`src/rtl/ucode_pkg.sv`:
```
// Shared definitions for the microcode sequencer: opcodes, controller
// states, configuration-target selectors and the power-on table contents.
package ucode_pkg;

   localparam logic [2:0] OP_NEXT  = 3'd0;
   localparam logic [2:0] OP_DISP1 = 3'd1;
   localparam logic [2:0] OP_DISP2 = 3'd2;
   localparam logic [2:0] OP_JUMP  = 3'd3;
   localparam logic [2:0] OP_HOME  = 3'd4;

   typedef enum logic [1:0] {
      IDLE  = 2'd0,
      RUN   = 2'd1,
      FAULT = 2'd2
   } ctrl_state_e;

   localparam logic [1:0] SEL_UCODE = 2'd0;
   localparam logic [1:0] SEL_DROM1 = 2'd1;
   localparam logic [1:0] SEL_DROM2 = 2'd2;
   localparam logic [1:0] SEL_CTRL  = 2'd3;

   // Microcode image: 0..2 count up, 3 dispatches on DROM1, 4..6 jump,
   // 7..9 count up, 10 dispatches on DROM2, 11 and above return home.
   function automatic logic [2:0] defaultUcode(input logic [3:0] idx);
      logic [2:0] op;
      case (idx)
         4'd0, 4'd1, 4'd2, 4'd7, 4'd8, 4'd9: op = OP_NEXT;
         4'd3:                               op = OP_DISP1;
         4'd4, 4'd5, 4'd6:                   op = OP_JUMP;
         4'd10:                              op = OP_DISP2;
         default:                            op = OP_HOME;
      endcase
      return op;
   endfunction

   function automatic logic [3:0] defaultDrom1(input logic [1:0] idx);
      logic [3:0] tgt;
      case (idx)
         2'd0:    tgt = 4'd4;
         2'd1:    tgt = 4'd5;
         default: tgt = 4'd6;
      endcase
      return tgt;
   endfunction

   function automatic logic [3:0] defaultDrom2(input logic [1:0] idx);
      logic [3:0] tgt;
      case (idx)
         2'd0:    tgt = 4'd11;
         default: tgt = 4'd12;
      endcase
      return tgt;
   endfunction

endpackage

```
`src/rtl/btn_sync.sv`:
```
// Brings the pushbutton and the 2-bit switch into the clock domain and
// latches the switch value into inp on each clean rising edge of the button.
// The switch goes through its own two flops so that the captured value has
// the same settling time as the button that qualifies it.
module btn_sync (
   input  logic       clk,
   input  logic       rst_n,
   input  logic       btn_i,
   input  logic [1:0] y_i,
   output logic [1:0] inp_o
);

   logic       btnMeta_q;
   logic       btnSync_q;
   logic       btnPrev_q;
   logic [1:0] yMeta_q;
   logic [1:0] ySync_q;
   logic [1:0] inp_q;
   logic [1:0] inp_d;
   logic       btnRise;

   // Capture the synchronised switch only on a 0->1 transition of the button.
   always_comb begin
      btnRise = btnSync_q & ~btnPrev_q;
      inp_d   = btnRise ? ySync_q : inp_q;
   end

   // Synchroniser chains, edge-detect history and the latched input.
   always_ff @(posedge clk or negedge rst_n) begin
      if (!rst_n) begin
         btnMeta_q <= 1'b0;
         btnSync_q <= 1'b0;
         btnPrev_q <= 1'b0;
         yMeta_q   <= 2'd0;
         ySync_q   <= 2'd0;
         inp_q     <= 2'd0;
      end else begin
         btnMeta_q <= btn_i;
         btnSync_q <= btnMeta_q;
         btnPrev_q <= btnSync_q;
         yMeta_q   <= y_i;
         ySync_q   <= yMeta_q;
         inp_q     <= inp_d;
      end
   end

   assign inp_o = inp_q;

endmodule

```
`src/rtl/ucode_seq_ctrl.sv`:
```
// Run/step controller for the microcoded LED state machine. Holds the
// writable microcode store and both dispatch tables, paces free-running
// advances with a prescaler and parks in FAULT when an advance would land
// on an illegal opcode or an out-of-range state.
module ucode_seq_ctrl
   import ucode_pkg::*;
#(
   parameter int unsigned TICK_MAX = 100000000,
   parameter int unsigned NSTATES  = 13,
   parameter int unsigned JUMP_TGT = 7
) (
   input  logic       clk,
   input  logic       rst_n,
   input  logic       btn,
   input  logic [1:0] y,
   input  logic       run,
   input  logic       step,
   input  logic       cfg_we,
   input  logic [1:0] cfg_sel,
   input  logic [3:0] cfg_addr,
   input  logic [3:0] cfg_data,
   output logic [3:0] state,
   output logic       tick,
   output logic       halted,
   output logic       fault,
   output logic       cfg_err
);

   localparam logic [31:0] TickLast   = 32'(TICK_MAX - 1);
   localparam logic [4:0]  StateLimit = 5'(NSTATES);
   localparam logic [3:0]  LastState  = 4'(NSTATES - 1);
   localparam logic [4:0]  JumpTarget = 5'(JUMP_TGT);

   ctrl_state_e ctrl_q, ctrl_d;
   logic [3:0]  state_q, state_d;
   logic [31:0] counter_q, counter_d;
   logic        fault_q, fault_d;
   logic        tick_q, tick_d;
   logic        cfgErr_q, cfgErr_d;

   logic [2:0]  ucode_q [16];
   logic [3:0]  drom1_q [4];
   logic [3:0]  drom2_q [4];
   logic        ucodeWe, drom1We, drom2We;

   logic [1:0]  inp;
   logic [2:0]  opcode;
   logic [4:0]  nextState;
   logic        advFault;
   logic        doAdvance;

   btn_sync uSync (
      .clk   (clk),
      .rst_n (rst_n),
      .btn_i (btn),
      .y_i   (y),
      .inp_o (inp)
   );

   // Decode the current state's opcode into a candidate next state; the
   // sum is kept one bit wider so an out-of-range target is caught rather
   // than wrapping.
   always_comb begin
      opcode    = ucode_q[state_q];
      nextState = 5'd0;
      advFault  = 1'b0;
      case (opcode)
         OP_NEXT:  nextState = (state_q == LastState) ? 5'd0 : {1'b0, state_q} + 5'd1;
         OP_DISP1: nextState = {1'b0, drom1_q[inp]};
         OP_DISP2: nextState = {1'b0, drom2_q[inp]};
         OP_JUMP:  nextState = JumpTarget;
         OP_HOME:  nextState = 5'd0;
         default:  advFault  = 1'b1;
      endcase
      if (nextState >= StateLimit) begin
         advFault = 1'b1;
      end
   end

   // Controller next-state logic, advance handling and config-write checks.
   always_comb begin
      ctrl_d    = ctrl_q;
      state_d   = state_q;
      counter_d = counter_q;
      fault_d   = fault_q;
      tick_d    = 1'b0;
      cfgErr_d  = 1'b0;
      ucodeWe   = 1'b0;
      drom1We   = 1'b0;
      drom2We   = 1'b0;
      doAdvance = 1'b0;

      case (ctrl_q)
         IDLE: begin
            counter_d = 32'd0;
            if (run) begin
               ctrl_d = RUN;
            end else if (step) begin
               doAdvance = 1'b1;
            end
         end
         RUN: begin
            if (!run) begin
               ctrl_d    = IDLE;
               counter_d = 32'd0;
            end else if (counter_q == TickLast) begin
               doAdvance = 1'b1;
               counter_d = 32'd0;
            end else begin
               counter_d = counter_q + 32'd1;
            end
         end
         default: begin
            counter_d = 32'd0;
         end
      endcase

      if (doAdvance) begin
         if (advFault) begin
            fault_d   = 1'b1;
            ctrl_d    = FAULT;
            counter_d = 32'd0;
         end else begin
            state_d = nextState[3:0];
            tick_d  = 1'b1;
         end
      end

      if (cfg_we) begin
         if (ctrl_q == RUN) begin
            cfgErr_d = 1'b1;
         end else begin
            case (cfg_sel)
               SEL_UCODE: ucodeWe = 1'b1;
               SEL_DROM1: begin
                  if (cfg_addr > 4'd3) cfgErr_d = 1'b1;
                  else                 drom1We  = 1'b1;
               end
               SEL_DROM2: begin
                  if (cfg_addr > 4'd3) cfgErr_d = 1'b1;
                  else                 drom2We  = 1'b1;
               end
               default: begin
                  if (cfg_addr != 4'd0) begin
                     cfgErr_d = 1'b1;
                  end else if (ctrl_q == FAULT) begin
                     fault_d = 1'b0;
                     ctrl_d  = IDLE;
                  end
               end
            endcase
         end
      end
   end

   // Controller, state, prescaler and pulse registers.
   always_ff @(posedge clk or negedge rst_n) begin
      if (!rst_n) begin
         ctrl_q    <= IDLE;
         state_q   <= 4'd0;
         counter_q <= 32'd0;
         fault_q   <= 1'b0;
         tick_q    <= 1'b0;
         cfgErr_q  <= 1'b0;
      end else begin
         ctrl_q    <= ctrl_d;
         state_q   <= state_d;
         counter_q <= counter_d;
         fault_q   <= fault_d;
         tick_q    <= tick_d;
         cfgErr_q  <= cfgErr_d;
      end
   end

   // Table storage; reset restores the fixed power-on image.
   always_ff @(posedge clk or negedge rst_n) begin
      if (!rst_n) begin
         for (int i = 0; i < 16; i++) begin
            ucode_q[i] <= defaultUcode(4'(i));
         end
         for (int i = 0; i < 4; i++) begin
            drom1_q[i] <= defaultDrom1(2'(i));
            drom2_q[i] <= defaultDrom2(2'(i));
         end
      end else begin
         if (ucodeWe) ucode_q[cfg_addr]      <= cfg_data[2:0];
         if (drom1We) drom1_q[cfg_addr[1:0]] <= cfg_data;
         if (drom2We) drom2_q[cfg_addr[1:0]] <= cfg_data;
      end
   end

   assign state   = state_q;
   assign tick    = tick_q;
   assign halted  = (ctrl_q != RUN);
   assign fault   = fault_q;
   assign cfg_err = cfgErr_q;

endmodule

```
`config.mk`:
```
export PLATFORM = sky130hd
export DESIGN_NAME = ucode_seq_ctrl
export DESIGN_NICKNAME = d
export VERILOG_FILES = /design/src/rtl/ucode_pkg.sv /design/src/rtl/btn_sync.sv /design/src/rtl/ucode_seq_ctrl.sv
export SDC_FILE = /design/constraint.sdc
export NUM_CORES = 1
export LEC_CHECK = 0
export CAP_MARGIN = 5
export CORE_AREA = 8 8 146 114
export CTS_BUF_LIST = sky130_fd_sc_hd__clkbuf_4 sky130_fd_sc_hd__clkbuf_8 sky130_fd_sc_hd__clkbuf_16
export DETAILED_ROUTE_END_ITERATION = 7
export DIE_AREA = 0 0 154 122
export DONT_BUFFER_PORTS = 1
export GPL_TIMING_DRIVEN = 0
export PLACE_DENSITY = 0.67
export SYNTH_ARGS = -nofsm -noshare
export SYNTH_HDL_FRONTEND = slang
export SYNTH_SLANG_ARGS = --single-unit
```
`constraint.sdc`:
```
create_clock -name clk -period 3.9 [get_ports clk]
set_input_delay 0.78 -clock clk [delete_from_list [all_inputs] [get_ports clk]]
set_output_delay 0.78 -clock clk [all_outputs]
set_load 0.02 [all_outputs]
```
==> flow_summary.json, run 1 <==
{
  "status": "finished, final reports clean",
  "power.share.sequential_pct": 40.2,
  "ir_drop_v": 0.000320,
  "cts_root_buffer": "clkbuf_16",
  "detail-route-antenna-nets": 0,
  "powerDensity_nw_per_um2": 606,
  "rsz0062_at_grt": "false",
  "num_io_pins": 26,
  "cp.required_ns": 4.19,
  "grt_start_max_net_pins": 131,
  "fp.dieH_microns": 122,
  "pwr-share-clk_pct": 38.7,
  "ys.flop_type": "dfrtp_1",
  "p_sw_mw": 1.22,
  "path_cells": "buf_2 > buf_4 > mux2i_1 > mux4_2 > mux2i_2 > nor2_1 > a221oi_2 > o22ai_1 > a21oi_1 > nor2_1",
  "crit_top_cell": "nor2_1",
  "hold_viol_final": 0,
  "p_int_mw": 3.11,
  "firstDrtPassIters": 5,
  "synth-seq-cells": 130,
  "grt_overflow": 0,
  "initial_core_util_pct": 44.3,
  "area_delta_synth_final_pct": 13.6,
  "synth_seq_area_share_pct": 52.3,
  "drc": 0,
  "vias": 4045,
  "grt_usage_pct": 15.2,
  "layout-drive-gt1-share_pct": 31.4,
  "path_max_fanout": 10,
  "routabilityCongestion": 0.849,
  "criticalPathCategory": "register to register",
  "synthTopCellsByCount": "101 x dfrtp_1, 78 x mux2_2, 53 x nor2_1, 31 x nand2_1, 29 x dfstp_2",
  "slowest_delay_ns": 0.55,
  "fmax_mhz": 280,
  "final.min_clock_period_ns": 3.57,
  "clk_pin_slew_ns": 0.06,
  "max-cap-violations": 0,
  "grt_pass1_vias": 4105,
  "dp_hpwl_microns": 9440,
  "hold_buffers": 0,
  "hold_path_class": "primary input to async pin",
  "combPwrFrac_pct": 21.0,
  "synth_top_area_share_pct": 40.2,
  "reg2reg_slack_ns": 0.33,
  "wirelength_microns": 13500,
  "crit_path_start_kind": "register",
  "route.detailed.wl_per_inst_microns": 18.8,
  "crit_arrival_ns": 3.85,
  "synthTopCellsByArea": "dfrtp_1 40%, mux2_2 14%, dfstp_2 12%",
  "multi_input_area_sq_um": 2880,
  "synthArstFlopShare_pct": 100,
  "cts.sinks": 130,
  "h-tree-depth": 4,
  "regArea_sq_um": 3290,
  "nets": 551,
  "fillers": 1192,
  "switching_share_pct": 28.1,
  "synth_area_sq_um": 6290,
  "core_area_sq_um": 14200,
  "grt_antenna_before_repair": 0,
  "cp-end-kind": "register",
  "syn_area_per_cell_sq_um": 12.4,
  "p_leak_nw": 3.07,
  "yosysMostFrequentCell": "dfrtp_1",
  "insertion_delay_ns": 0.41,
  "row_count": 38,
  "synthCells": 507,
  "dp_cells": 687,
  "reg2regPathDepth": 10,
  "worstReg2RegEnd": "ctrl_q[0]$_DFF_PN0_",
  "synth_nets": 532,
  "fp.dieW_microns": 154,
  "portBuffers": 0,
  "synth-edff-count": 0,
  "slew_headroom_pct": 50.9,
  "r2r_start": "state[2]$_DFFE_PN0P_",
  "yosysWarnings": 0,
  "viasPerCell": 5.63,
  "cts_setup_buffers": 0,
  "fin_cells": 719,
  "fin_tns_setup_ns": 0,
  "cp_slowest_cell": "mux4_2",
  "cts_buffers": 17,
  "worst_pin_slew_ns": 0.737,
  "fin_worst_skew_ns": 0.00603,
  "final_max_slew_viol_count": 0,
  "yosysTopAreaCell": "dfrtp_1",
  "clockBufferDepth": 2,
  "tritoncts": "built",
  "die-area_sq_um": 18800,
  "grt_pass1_wl_microns": 22300,
  "ys_types": 52,
  "finalCritPeriodShare_pct": 91.5,
  "insertedDiodeCount": 0,
  "cts_resized": 0,
  "drt_iter0_drc": 259,
  "setup_viol": 0
}
worst max-delay path by stage:
stage | startpoint | end | slack (ns) | cells after the start
4_1_cts | state[2]$_DFFE_PN0P_ | state[3]$_DFFE_PN0P_ | 0.39 | 10
2_1_floorplan | state[0]$_DFFE_PN0P_ | state[3]$_DFFE_PN0P_ | 0.75 | 8
3_3_place_gp | state[0]$_DFFE_PN0P_ | state[3]$_DFFE_PN0P_ | 0.47 | 8
5_1_grt | state[2]$_DFFE_PN0P_ | ctrl_q[1]$_DFF_PN0_ | 0.09 | 10
3_5_place_dp | state[0]$_DFFE_PN0P_ | state[3]$_DFFE_PN0P_ | 0.43 | 8
6_report | state[2]$_DFFE_PN0P_ | ctrl_q[0]$_DFF_PN0_ | 0.33 | 10
registers in the layout, indices dropped and copies added (netlist names):
register / cells
ucode_q: 48
counter_q: 32
drom1_q: 16
drom2_q: 16
state: 4
ctrl_q: 2
uSync.inp_o: 2
uSync.yMeta_q: 2
uSync.ySync_q: 2
cfg_err: 1
fault: 1
tick: 1
uSync.btnMeta_q: 1
uSync.btnPrev_q: 1
uSync.btnSync_q: 1
stage by stage:
stage	util [%]	setup slack (ns)	hold slack, ns	cell area [sq um]	power [mW]
6_report	50.3	0.331	0.0582	7150	4.33
5_1_grt	50.3	0.0941	0.0327	7150	4.54
4_1_cts	50.3	0.394	0.0458	7150	4.36
3_5_place_dp	45.8	0.433	0.340	6520	2.67
3_3_place_gp	45.8	0.466	0.337	6520	2.62
2_1_floorplan	-	0.754	0.331	6290	2.44
layout make-up:
class,instances,area share [%]
plain buffers,19,1.17
clock buffers,19,6.25
clock inverters,13,2.61
inverters,10,0.525
multi-input cells,348,40.3
flip-flops and latches,130,46.0
well taps,180,3.15
worst max-delay path: cells and delay by family, from the launching register on:
family / cells / cell delay [ns]
mux: 3 / 1.18
simple gates: 2 / 0.22
buf+inv: 2 / 0.56
flops: 1 / 0.45
compound gates: 3 / 1.02
cells in the final DEF (no fill, tap or decap), types with 3 or more instances in the layout:
| cell type | count |
|---|---|
| inv_1 | 10 |
| mux2_2 | 78 |
| nand4_1 | 8 |
| nand2_1 | 31 |
| xnor2_1 | 10 |
| mux2_1 | 5 |
| mux2i_1 | 9 |
| o22ai_1 | 3 |
| clkinvlp_4 | 4 |
| dfrtp_1 | 101 |
| nor2b_1 | 7 |
| nor3_1 | 10 |
| a21o_1 | 3 |
| and2_1 | 4 |
| mux4_2 | 19 |
| xor2_1 | 17 |
| ha_1 | 7 |
| nand3_1 | 21 |
| and3_1 | 8 |
| or3_1 | 4 |
| clkinv_4 | 3 |
| a21oi_1 | 9 |
| clkbuf_1 | 15 |
| nor2_1 | 53 |
| o21ai_0 | 6 |
| nand2b_1 | 6 |
| clkbuf_16 | 17 |
| bufinv_16 | 4 |
| dfstp_2 | 29 |
power by group through the flow:
stage | sequential (mW) | clock, mW | combinational, mW
after floorplan | 1.71 | 0 | 0.728
after global placement | 1.75 | 0 | 0.870
after detailed placement | 1.76 | 0 | 0.905
after CTS | 1.74 | 1.71 | 0.908
after global routing | 1.77 | 1.77 | 0.995
final | 1.74 | 1.68 | 0.910
routing by layer:
layer  routed length (microns)  share of wire [%]  GRT usage (%)  up-vias
met2                      6300                 47           23.4       95
met3                       820                6.1           5.27       14
met4                       128               0.94           4.15        0
met1                      6300                 46           20.1     2076
met5                         0                  0              0        -
li1                          -                  -              -     1860
cell families (layout without fill, tap and decap cells):
group	after synthesis	in the layout	synth area share, %
compound gates	37	37	4.26
xor+xnor	27	27	3.76
fa+ha+maj	7	7	1.39
buf+inv	29	61	1.93
flops	130	130	52.3
mux	113	113	23.5
simple gates	164	164	12.8
Power figures use the tool's default switching activity.
==> run 2: changes to the inputs <==
--- a/config.mk
+++ b/config.mk
@@ -11,6 +11,7 @@
 export DETAILED_ROUTE_END_ITERATION = 7
 export DIE_AREA = 0 0 154 122
 export DONT_BUFFER_PORTS = 1
+export GPL_ROUTABILITY_DRIVEN = 1
 export GPL_TIMING_DRIVEN = 0
 export PLACE_DENSITY = 0.67
 export SYNTH_ARGS = -nofsm -noshare
==> results of run 2 <==
Final layout, timing and power as in run 1 (identical DEF).
